<file path="src/rtl/expu_row_ctrl.sv">
// expu_row_ctrl: valid/ready flow controller for one expu_row.
// Carries a valid bit and a sideband tag per row register stage, drives the
// row's per-stage load enables and clear, and collapses bubbles so the row
// keeps accepting one operand per cycle under downstream back-pressure.
// Stage k mirrors row register reg_data[k+1]; stage NUM_REGS-1 is the output.
module expu_row_ctrl #(
    parameter int NUM_REGS  = 2,
    parameter int TAG_WIDTH = 8
) (
    input  logic                              clk_i,
    input  logic                              rst_i,
    input  logic                              clear_i,
    input  logic                              valid_i,
    output logic                              ready_o,
    input  logic [TAG_WIDTH-1:0]              tag_i,
    output logic                              valid_o,
    input  logic                              ready_i,
    output logic [TAG_WIDTH-1:0]              tag_o,
    output logic [NUM_REGS-1:0]               enable_o,
    output logic                              clear_o,
    output logic [$clog2(NUM_REGS+1)-1:0]     occupancy_o
);

    localparam int OCC_W = $clog2(NUM_REGS + 1);

    logic [NUM_REGS-1:0]  v;
    logic [TAG_WIDTH-1:0] tag    [NUM_REGS];
    logic [TAG_WIDTH-1:0] in_tag [NUM_REGS];
    logic [NUM_REGS-1:0]  in_v;
    logic [NUM_REGS:0]    rdy;
    logic                 chain;
    logic                 flush;
    logic                 in_xfer;
    logic                 out_xfer;

    assign flush    = rst_i | clear_i;
    assign clear_o  = flush;
    assign valid_o  = v[NUM_REGS-1];
    assign tag_o    = tag[NUM_REGS-1];
    assign ready_o  = rdy[0] & ~flush;
    assign enable_o = in_v & rdy[NUM_REGS-1:0] & {NUM_REGS{~flush}};
    assign in_xfer  = valid_i & ready_o;
    assign out_xfer = valid_o & ready_i;

    // Readiness chain from ready_i back to stage 0; a stage can take a new
    // operand if it is empty or everything above it can move. Built through a
    // running accumulator so the vector never reads its own bits.
    always_comb begin
        chain          = ready_i;
        rdy[NUM_REGS]  = chain;
        for (int unsigned j = 0; j < NUM_REGS; j++) begin
            chain                 = ~v[NUM_REGS-1-j] | chain;
            rdy[NUM_REGS-1-j]     = chain;
        end
    end

    // Per-stage input valid and tag: stage 0 takes the upstream operand,
    // every other stage takes the contents of the stage below it.
    always_comb begin
        in_v[0]   = valid_i;
        in_tag[0] = tag_i;
        for (int unsigned k = 1; k < NUM_REGS; k++) begin
            in_v[k]   = v[k-1];
            in_tag[k] = tag[k-1];
        end
    end

    // Valid/tag state and occupancy; flush drops every in-flight operand.
    always_ff @(posedge clk_i) begin
        if (flush) begin
            v           <= '0;
            occupancy_o <= '0;
            for (int unsigned k = 0; k < NUM_REGS; k++) begin
                tag[k] <= '0;
            end
        end else begin
            for (int unsigned k = 0; k < NUM_REGS; k++) begin
                v[k] <= enable_o[k] | (v[k] & ~rdy[k+1]);
                if (enable_o[k]) begin
                    tag[k] <= in_tag[k];
                end
            end
            occupancy_o <= occupancy_o + OCC_W'(in_xfer) - OCC_W'(out_xfer);
        end
    end

endmodule

</file>
<file path="config.mk">
export PLATFORM = sky130hd
export DESIGN_NAME = expu_row_ctrl
export DESIGN_NICKNAME = d
export VERILOG_FILES = /design/src/rtl/expu_row_ctrl.sv
export SDC_FILE = /design/constraint.sdc
export NUM_CORES = 1
export LEC_CHECK = 0
export ABC_AREA = 1
export CORE_MARGIN = 2
export CORE_UTILIZATION = 51
export CTS_BUF_LIST = sky130_fd_sc_hd__clkbuf_2
export DETAILED_ROUTE_END_ITERATION = 7
export PLACE_DENSITY = 0.86
export SLEW_MARGIN = 10
export SYNTH_ARGS = -nofsm -noshare
export SYNTH_HDL_FRONTEND = slang
export SYNTH_SLANG_ARGS = --single-unit
</file>
<file path="constraint.sdc">
create_clock -name clk_i -period 3.37 [get_ports clk_i]
set_input_delay 0.5055 -clock clk_i [delete_from_list [all_inputs] [get_ports clk_i]]
set_output_delay 0.5055 -clock clk_i [all_outputs]
set_load 0.02 [all_outputs]
</file>
Word level (Yosys, flattened, before mapping)
Memory sizes are Yosys's and may differ from the RTL's.
Cells that the tools add are included.
{"block": "classes", "n_addsub": 2, "n_mux": 10, "bitwise_logic": 19}
{"op": "$mux 8", "n": 2}
{"op": "$mux 1", "n": 8}
{"op": "$or 1x1->1", "n": 7}
{"op": "$and 1x1->1", "n": 5}
{"op": "$not 1->1", "n": 5}
{"op": "$and 2x2->2", "n": 2}
{"op": "$add 2x1->2", "n": 1}
{"op": "$sub 2x1->2", "n": 1}
{"block": "word_totals", "ff_bits": 4, "mem_bits_rw": 16, "input_bits": 13, "output_inout_bits": 15, "word_cells": 34, "n_memories": 1}
{"name": "tag", "words": 2, "word_bits": 8, "read_ports": 2, "rd_clocked_by_memory_dff": 0, "write_ports": 2, "line_no": "27", "source": "logic [TAG_WIDTH-1:0] tag [NUM_REGS];"}

Depth between registers and ports, before layout
{"block": "logic_depth", "depth_word": 9, "depth_mapped": 11}

Least setup slack after synthesis
No wires, ideal clock.
{"block": "synth_path", "path_type": "input to register", "start": "in clear_i", "end": "reg occupancy_o[1]", "setup_ps": 115, "arrival_time_ps": 1913, "t_required_ps": 3255, "setup_slack_ps": 1342, "cell_stages": 9, "path_cell_list": "nor2_4 nand3_4 buf_6 ha_1 inv_1 ha_1 or2_2 a21oi_1 nor2_1"}
{"block": "synth_between", "elab_chain_len": 6}
{"item": "start: declaration", "line_no": "12", "source": "input logic clear_i,"}
{"item": "$or 1x1->1 (*)", "line_no": "36", "source": "assign flush = rst_i | clear_i;"}
{"item": "$not 1->1", "line_no": "40", "source": "assign ready_o = rdy[0] & ~flush;"}
{"item": "$and 1x1->1", "line_no": "40"}
{"item": "$and 1x1->1", "line_no": "42", "source": "assign in_xfer = valid_i & ready_o;"}
{"item": "$add 2x1->2", "line_no": "83", "source": "occupancy_o <= occupancy_o + OCC_W'(in_xfer) - OCC_W'(out_xfer);"}
{"item": "$sub 2x1->2", "line_no": "83"}
{"item": "end signal: assignment", "line_no": "83"}
{"item": "end: declaration", "line_no": "21", "source": "output logic [$clog2(NUM_REGS+1)-1:0] occupancy_o"}
Mark *: on every way between the ends. The rest lies on a longest branch, timed or not.
A chain may end at the register's enable or synchronous reset.

Worst setup path after layout
{"block": "layout_path", "start": "in clear_i", "end": "out enable_o[1]"}
{"block": "layout_between", "elab_chain_len": 3}
{"item": "$or 1x1->1", "line_no": "36"}
{"item": "$not 1->1", "line_no": "41", "source": "assign enable_o = in_v & rdy[NUM_REGS-1:0] & {NUM_REGS{~flush}};"}
{"item": "$and 2x2->2", "line_no": "41"}
{"item": "end: declaration", "line_no": "19", "source": "output logic [NUM_REGS-1:0] enable_o,"}
No other way between the ends.

==> results.sh <==
export IMPL_run_status="complete, no violations"
export IMPL_detail_route_antenna_nets=0
export IMPL_antenna_cells=0
export IMPL_hpwlAfterDp_um=1109
export IMPL_yosysSeqAreaShare_pct=60.46
export IMPL_first_pass_iters=4
export IMPL_synth_most_common_cell="inv_1"
export IMPL_ioPinCount=28
export IMPL_worstReg2RegStart="v[1]$_SDFF_PN0_"
export IMPL_power_frac_seq_pct=54.1
export IMPL_internal_power_mw=0.4116
export IMPL_cp_data_required_time_ps=2860
export IMPL_p_leak_nw=0.5249
export IMPL_synth_nets=98
export IMPL_finalHoldViolCount=0
export IMPL_synthMuxAreaShare_pct=0
export IMPL_dp_slack_ps=661.9
export IMPL_drc=0
export IMPL_synth_distinct_cells=13
export IMPL_clock_sinks=20
export IMPL_die_w_um=46.64
export IMPL_p_clk_share_pct=33.9
export IMPL_synth_xor_area_share_pct=0
export IMPL_antenna_found_initial=0
export IMPL_drt_iter0_drc=15
export IMPL_post_cts_resized=0
export IMPL_post_cts_buffers=0
export IMPL_swShare_pct=21.06
export IMPL_track_usage_pct=16.21
export IMPL_die_area_um2=2175
export IMPL_ctsHtreeMaxLevel=1
export IMPL_root_buffer="clkbuf_2"
export IMPL_path_class="in -> out"
export IMPL_syn_area_um2=927.1
export IMPL_drv_slew=0
export IMPL_layout_drive_gt1_share_pct=15.18
export IMPL_vias=627
export IMPL_period_share_pct=80.09
export IMPL_syn_inst=83
export IMPL_die_h_um=46.64
export IMPL_finish_net_count=128
export IMPL_wl_um=1510
export IMPL_power_density_nw_per_um2=416.7
export IMPL_relSlewSlack_pct=76.34
export IMPL_critical_path_arrival_ps=2190
export IMPL_grt_pass1_vias=544
export IMPL_worstSkewPairLatency_ps=320
export IMPL_cp_end_kind="primary output"
export IMPL_viasPerCell=4.577
export IMPL_rsz0062_at_grt="no"
export IMPL_yosysTopAreaCell="edfxtp_1"
export IMPL_fillers=139
export IMPL_fin_ws_ps=671.0
export IMPL_synth_area_top_cells="edfxtp_1 (52%), inv_1 (9.7%), dfxtp_1 (8.6%)"
export IMPL_grt_max_degree=20
export IMPL_grt_ovfl_total=0
export IMPL_synth_simple_area_share_pct=10.80
export IMPL_initial_utilization_pct=53.70
export IMPL_async_flop_share_pct=0
export IMPL_finalSetupViolCount=0
export IMPL_worst_clock_skew_ps=12.06
export IMPL_core_um2=1727
export IMPL_cts_path_max_buffers=2
export IMPL_crit_start="clear_i"
export IMPL_synth_top_flop_cell="edfxtp_1"
export IMPL_total_power_mw=0.5213
export IMPL_cp_max_fo=19
export IMPL_p_switching_mw=0.1098
export IMPL_clk_pin_slew_ps=200
export IMPL_min_path_type="reg -> reg"
export IMPL_seqCellArea_um2=560.5
export IMPL_multi_input_area_um2=254.0
export IMPL_io_buffers=27
export IMPL_max_freq_mhz=370.5
export IMPL_cts_hold_buffers=0
export IMPL_reg2reg_setup_slack_ps=1400
export IMPL_syn_avg_cell_area_um2=11.17
export IMPL_synth_top_family_by_area="compound AO/OA/AOI/OAI gates"
export IMPL_drv_cap=0
export IMPL_max_vdd_ir_drop_uv=291.3
export IMPL_synth_edf_count=16
export IMPL_cts_buffers=3
export IMPL_rows=15
export IMPL_synth_seq_cells=20
export IMPL_gp_congestion=0.7208
export IMPL_start_kind="primary input"
export IMPL_min_from="tag[0][1]$_SDFFCE_PN0P_"
export IMPL_final_setup_tns_ps=0
export IMPL_worst_slew_pin_transition_ps=354.1
export IMPL_wl_per_cell_um=11.02
export IMPL_synth_warnings=0
export IMPL_synthAdderAreaFrac_pct=2.699
export IMPL_syn2layout_area_growth_pct=34.95
export IMPL_yosys_top_cells_count="inv_1 (24), edfxtp_1 (16), a21oi_1 (10)"
export IMPL_period_needed_ps=2699
export IMPL_pwr_share_comb_pct=12.1
export IMPL_cts_tree="done"
export IMPL_yosysTopAreaCellShare_pct=51.82
export IMPL_grt_first_pass_wirelength_um=2373
export IMPL_synth_compound_area_share_pct=13.90
-- power groups by stage --
stage	Clock [mW]	Combinational (mW)	Sequential, mW
final	0.177	0.0630	0.282
after global routing	0.184	0.0686	0.283
after CTS	0.177	0.0637	0.282
after detailed placement	0	0.0634	0.288
after global placement	0	0.0617	0.287
after floorplan	0	0.0243	0.294
-- layout by cell type (no fill, tap or decap) --
cell             instances
a21oi_1                 10
a21oi_2                  9
bufinv_16                1
clkbuf_2                 3
clkdlybuf4s50_1         27
dfxtp_1                  4
edfxtp_1                16
ha_1                     2
inv_1                   24
nand2_1                  8
nand3_1                  2
nand3_4                  2
nor2_1                   2
nor2_4                   1
or2_2                    1
-- cell type report --
cell class                 count  share of cell area (%)
timing repair buffer          27                   21.60
multi-input combinational     37                   20.30
clock buffer                   3                   1.200
inverter                      24                   7.200
tap                           25                   2.500
clock inverter                 1                   2.400
sequential                    20                   44.80
-- worst paths after layout --
path	to	cells after the start
worst max-delay path	enable_o[1]	5
worst min-delay path	tag[0][9]$_SDFFCE_PN0P_	2
worst max register to register	occupancy_o[1]$_SDFF_PN0_	8
worst min register to register	tag[0][9]$_SDFFCE_PN0P_	2
-- state kept, by name, summed over array words and instances (netlist names) --
signal       count
tag             16
occupancy_o      2
v                2
-- critical path, stage by stage --
cell             delay [ps]
clkdlybuf4s50_1         440
nor2_4                  240
nand3_4                 280
inv_1                   120
clkdlybuf4s50_1         610
-- per-stage QoR --
step                hold WS (ps)  utilization, %  std cells  cell area, um2
finish                     586.0           72.46        137            1251
global route               626.2           72.46        137            1251
CTS                        590.1           72.46        137            1251
detailed placement         546.9           69.86        133            1206
global placement           542.5           69.86        133            1206
floorplan                  528.3               -         83           927.1
-- cells by family (layout without fill, tap and decap cells) --
logic type               count (synthesis)  in the layout
flip-flops                              20             20
AND/OR/NAND/NOR                         16             16
adder cells (fa/ha/maj)                  2              2
AO/OA/AOI/OAI                           19             19
buffers and inverters                   26             55
-- layer usage --
metal,GRT usage [%],vias up,share of wire (%)
met2,28.33,21,50
met5,0,-,0
met3,2.353,5,3.7
li1,-,324,-
met4,8.333,0,2.0
met1,19.10,277,44
Note: power is estimated with default switching activity, not from simulation.
